`src/rtl/param_stack_pkg.sv`:
```
// +--------------------------------------------------------------------------+
// | param_stack_pkg : shared state encoding and default sizes for the stack  |
// | Revision 1.0                                                             |
// +--------------------------------------------------------------------------+
`default_nettype none

package param_stack_pkg;

   localparam int DEF_WIDTH = 8;
   localparam int DEF_DEPTH = 16;

   typedef enum logic [1:0] {
      ST_EMPTY   = 2'd0,
      ST_PARTIAL = 2'd1,
      ST_FULL    = 2'd2
   } state_e;

endpackage

`default_nettype wire

```
`src/rtl/stack_mem.sv`:
```
// +--------------------------------------------------------------------------+
// | stack_mem : DEPTH x WIDTH register file, sync write, async read.         |
// | Second read port present when PARAM_STACK_NOS_EN is defined.             |
// | Revision 1.0                                                             |
// +--------------------------------------------------------------------------+
`default_nettype none

module stack_mem
   import param_stack_pkg::*;
#(
   parameter int WIDTH = DEF_WIDTH,
   parameter int DEPTH = DEF_DEPTH
) (
   input  logic                     clk_i,
   input  logic                     we_i,
   input  logic [$clog2(DEPTH)-1:0] waddr_i,
   input  logic [WIDTH-1:0]         wdata_i,
   input  logic [$clog2(DEPTH)-1:0] raddr_a_i,
   output logic [WIDTH-1:0]         rdata_a_o
`ifdef PARAM_STACK_NOS_EN
   ,
   input  logic [$clog2(DEPTH)-1:0] raddr_b_i,
   output logic [WIDTH-1:0]         rdata_b_o
`endif
);

   logic [WIDTH-1:0] mem_q [DEPTH];

   // Storage is deliberately not reset; contents are meaningless until pushed.
   always_ff @(posedge clk_i) begin
      if (we_i) begin
         mem_q[waddr_i] <= wdata_i;
      end
   end

   assign rdata_a_o = mem_q[raddr_a_i];
`ifdef PARAM_STACK_NOS_EN
   assign rdata_b_o = mem_q[raddr_b_i];
`endif

endmodule

`default_nettype wire

```
`src/rtl/param_stack.sv`:
```
// +--------------------------------------------------------------------------+
// | param_stack : LIFO stack with push handshake, top-replace and underflow  |
// | flag. Optional macro PARAM_STACK_NOS_EN adds NOS_DAT and POP2_ACK.       |
// | Revision 1.0                                                             |
// +--------------------------------------------------------------------------+
`default_nettype none

module param_stack
   import param_stack_pkg::*;
#(
   parameter int WIDTH = DEF_WIDTH,
   parameter int DEPTH = DEF_DEPTH
) (
   input  logic                       CLK,
   input  logic                       RST,
   input  logic                       CLR,
   input  logic                       PUSH_STB,
   input  logic [WIDTH-1:0]           PUSH_DAT,
   output logic                       PUSH_ACK,
   output logic                       POP_STB,
   output logic [WIDTH-1:0]           POP_DAT,
   input  logic                       POP_ACK,
   output logic [$clog2(DEPTH+1)-1:0] COUNT,
   output logic                       FULL,
   output logic                       EMPTY,
   output logic                       ERR_UNF
`ifdef PARAM_STACK_NOS_EN
   ,
   output logic [WIDTH-1:0]           NOS_DAT,
   input  logic                       POP2_ACK
`endif
);

   localparam int CW = $clog2(DEPTH + 1);
   localparam int AW = $clog2(DEPTH);

   state_e          state_q, state_d;
   logic [CW-1:0]   count_q, count_d;
   logic            ack_q, ack_d;
   logic            err_q, err_d;

   logic            push_acc;
   logic            pop2_req;
   logic            we;
   logic [AW-1:0]   waddr;
   logic [AW-1:0]   top_idx;
   logic [WIDTH-1:0] top_dat;

`ifdef PARAM_STACK_NOS_EN
   logic [AW-1:0]    nos_idx;
   logic [WIDTH-1:0] nos_dat;
   assign pop2_req = POP2_ACK;
   assign nos_idx  = (count_q < CW'(2)) ? '0 : AW'(count_q - CW'(2));
   assign NOS_DAT  = nos_dat;
`else
   assign pop2_req = 1'b0;
`endif

   assign top_idx = (count_q == '0) ? '0 : AW'(count_q - CW'(1));

   always_comb begin
      push_acc = PUSH_STB & ~ack_q & ~CLR & ~pop2_req
               & ((state_q != ST_FULL) | POP_ACK);
      count_d  = count_q;
      err_d    = err_q;
      we       = 1'b0;
      waddr    = top_idx;

      if (CLR) begin
         count_d = '0;
         err_d   = 1'b0;
      end else if (pop2_req) begin
         if (count_q >= CW'(2)) begin
            count_d = count_q - CW'(2);
         end else begin
            count_d = '0;
            err_d   = 1'b1;
         end
      end else if (push_acc) begin
         we = 1'b1;
         // Push with pop on a non-empty stack overwrites the top in place.
         if (POP_ACK && (state_q != ST_EMPTY)) begin
            waddr = top_idx;
         end else begin
            waddr   = AW'(count_q);
            count_d = count_q + CW'(1);
            if (POP_ACK) begin
               err_d = 1'b1;
            end
         end
      end else if (POP_ACK) begin
         if (state_q != ST_EMPTY) begin
            count_d = count_q - CW'(1);
         end else begin
            err_d = 1'b1;
         end
      end

      ack_d = push_acc;

      if (count_d == '0) begin
         state_d = ST_EMPTY;
      end else if (count_d == CW'(DEPTH)) begin
         state_d = ST_FULL;
      end else begin
         state_d = ST_PARTIAL;
      end
   end

   always_ff @(posedge CLK) begin
      if (RST) begin
         state_q <= ST_EMPTY;
         count_q <= '0;
         ack_q   <= 1'b0;
         err_q   <= 1'b0;
      end else begin
         state_q <= state_d;
         count_q <= count_d;
         ack_q   <= ack_d;
         err_q   <= err_d;
      end
   end

   stack_mem #(
      .WIDTH (WIDTH),
      .DEPTH (DEPTH)
   ) u_mem (
      .clk_i     (CLK),
      .we_i      (we),
      .waddr_i   (waddr),
      .wdata_i   (PUSH_DAT),
      .raddr_a_i (top_idx),
      .rdata_a_o (top_dat)
`ifdef PARAM_STACK_NOS_EN
      ,
      .raddr_b_i (nos_idx),
      .rdata_b_o (nos_dat)
`endif
   );

   assign PUSH_ACK = ack_q;
   assign POP_STB  = (state_q != ST_EMPTY);
   assign POP_DAT  = top_dat;
   assign COUNT    = count_q;
   assign FULL     = (state_q == ST_FULL);
   assign EMPTY    = (state_q == ST_EMPTY);
   assign ERR_UNF  = err_q;

endmodule

`default_nettype wire
```
`config.mk`:
```
export PLATFORM = sky130hd
export DESIGN_NAME = param_stack
export DESIGN_NICKNAME = d
export VERILOG_FILES = /design/src/rtl/param_stack_pkg.sv /design/src/rtl/stack_mem.sv /design/src/rtl/param_stack.sv
export SDC_FILE = /design/constraint.sdc
export NUM_CORES = 1
export LEC_CHECK = 0
export ABC_AREA = 1
export CORE_UTILIZATION = 55
export CTS_CLUSTER_SIZE = 12
export DETAILED_ROUTE_END_ITERATION = 8
export GPL_ROUTABILITY_DRIVEN = 0
export MAX_ROUTING_LAYER = met4
export PLACE_DENSITY_LB_ADDON = 0.12
export SYNTH_ARGS = -nofsm -noshare
export SYNTH_HDL_FRONTEND = slang
export SYNTH_SLANG_ARGS = --single-unit
```
`constraint.sdc`:
```
create_clock -name CLK -period 2.9 [get_ports CLK]
set_input_delay 0.29 -clock CLK [delete_from_list [all_inputs] [get_ports CLK]]
set_output_delay 0.29 -clock CLK [all_outputs]
set_load 0.05 [all_outputs]
```
==> run summary <==
Die Y = 108.9 um
Routed wire per std cell = 18.79 um
number of synthesized flops with an enable pin = 128
Final nets = 658
CTS root buf = clkbuf_16
pwr/cell area = 748.7 mW/mm^2
row count = 38
Clk Latency, worst-skew pair = 420 ps
sequential fraction of the synthesis area = 64.08%
Total Routing Usage GR = 27.37%
CTS tree = yes
Initial Utilization = 57.18%
Achievable Freq = 0.3633 GHz
synth warn = 0
Vias = 4,440
initial antenna violation count = 0
synthesized netlist cell count = 596
clk buf depth = 2
Max-cap violations = 0
top post-synthesis cells by count = edfxtp_1, nand3_1, nand2_1
Worst Tran Pin Value = 819.7 ps
dpl ws = 339.6 ps
top-count cell post-synth = edfxtp_1
first-pass GRT wire length = 22,380 um
Filler Cells Inserted = 828
final setup fails = 0
placed instance count = 761
CTS clk-pin slew, worst paths = 60 ps
Leakage = 0.002963 uW
Die X = 108.9 um
Setup Skew = 8.006 ps
die area = 0.01185 sq mm
Synth Register Bits = 137
Synth area leaders = edfxtp_1, nand3_1, nand2_1, nor2_1, inv_1
dpl cell area = 0.006823 sq mm
drt first pass iters = 5
vias in the first global route = 4,250
minimum clock period = 2753 ps
clock net sink count = 137
hold buffer count at CTS = 0
asr flop ratio synth = 0%
HP Class = reg2reg
PnR worst setup slack = 147.5 ps
CTS Buf Count = 17
Post-Syn Area = 0.006280 sq mm
Residual DRC = 0
initial DRC count = 493
Req. time, crit path = 2610 ps
Total Wirelength = 14,920 um
total core area = 0.01098 sq mm
routed vias/inst = 5.592
status = finished clean
syn avg cell area = 10.54 sq um
Ports = 31
peak supply drop = 0.6399 mV
layout cells sized above 1 = 15.90%
crit path capture type = primary output
CP Max Fanout = 16
setup TNS = 0 ps
P&R area growth vs syn = 18.69%
detailed placement HPWL = 9163 um
largest net degree at the start of global routing = 66
CP startpoint kind = flop
Final period util = 94.91%
RSZ-0062 raised after global routing = false
Critical Path AT = 2460 ps
Diodes inserted = 0
PortBufs = 30
Final Instance Area = 0.007453 sq mm
post-CTS setup buffer count = 0
hold violation total from the final report = 0
kind of critical path = reg2out
hold slack final = 531.5 ps
Final Max Slew Viols = 0
ys flop type = edfxtp_1
Yosys top cell by area = edfxtp_1
Cell variety after synth = 35
Syn Nets = 611
Yosys top cell area share = 61.21%
H-tree depth = 4
slew margin rel. = 45.18%
grt ovf = 0
fin cells = 794
Routed Antenna Nets = 0
[where the power goes]
group	internal [uW]	switching, uW
combinational	508	900
sequential	2200	18.3
clock	1160	793
[placed cells by master, fill, tap and decap left out, drive strengths merged]
cell,Yosys,routed
and3,1,1
inv,61,61
nand3,97,97
clkinv,0,10
ha,2,2
edfxtp,128,128
clkinvlp,0,2
buf,24,31
clkdlybuf4s50,0,22
a21oi,2,2
nand2,103,104
nand4,2,2
nor3,3,3
clkbuf,4,19
nand3b,16,16
xnor2,1,1
dfxtp,9,9
o22ai,1,1
bufinv,0,1
o21ai,37,37
or2,8,8
nor2,97,97
[critical path, stage by stage, from the launching register on]
cell	delay (ps)
dfxtp_2	350
inv_4	130
ha_2	240
nand2_1	100
nand2_1	120
nand2_2	210
inv_2	310
nand3_1	130
nand3_1	150
nand2_1	120
buf_12	160
[per-stage QoR]
stage,util [%],total power [uW]
after CTS,67.10,5522
final,67.86,5581
after global placement,62.12,3579
after detailed placement,62.12,3592
after floorplan,-,3120
after global routing,67.86,5768
[sequential cells by signal, summed over array words and instances (netlist names)]
signal       count
ERR_UNF          1
PUSH_ACK         1
u_mem.mem_q    128
COUNT            5
state_q          2
[per-layer routing]
layer | routed length [um] | vias up | share of wire (%) | track usage, %
met5 | 0 | - | 0 | -
met4 | 289 | 0 | 1.9 | 9.556
met3 | 1061 | 26 | 7.1 | 6.575
met2 | 7198 | 191 | 48 | 42.86
met1 | 6369 | 2117 | 43 | 35.01
li1 | - | 2106 | - | -
[cells by family (layout without fill, tap and decap cells)]
group                    count (synthesis)  after routing  share of synthesized area [%]
flip-flops                             137            137                          64.08
XOR/XNOR                                 1              1                         0.1395
AO/OA/AOI/OAI                           40             40                          3.845
buffers and inverters                   89            146                          6.914
adder cells (fa/ha/maj)                  2              2                         0.3984
AND/OR/NAND/NOR                        327            328                          24.63
[cell type report]
cell class | instances | area [sq um] | share of cell area [%]
clock inverters | 13 | 108.9 | 1.460
inverters | 61 | 236.5 | 3.173
well taps | 140 | 175.2 | 2.350
flip-flops and latches | 137 | 4025 | 54.00
multi-input cells | 371 | 1859 | 24.95
clock buffers | 17 | 425.4 | 5.708
repair buffers | 55 | 623.1 | 8.360
[final timing paths]
kind | start | endpoint | slack, ps | depth (start not counted)
min | ERR_UNF$_SDFFE_PP0P_ | ERR_UNF$_SDFFE_PP0P_ | 530 | 2
max reg2reg | COUNT[0]$_SDFF_PP0_ | u_mem.mem_q[8][4]$_DFFE_PP_ | 610 | 10
max | COUNT[0]$_SDFF_PP0_ | POP_DAT[2] | 150 | 10
min reg2reg | ERR_UNF$_SDFFE_PP0P_ | ERR_UNF$_SDFFE_PP0P_ | 530 | 2
[repair_timing]
action                                  4_1_cts  5_1_grt
resized for setup                             2        6
endpoints found under the setup margin        8        8
pin swaps                                     0        1
cloned                                        0        3
No activity file was read; power rests on OpenSTA's default activity.
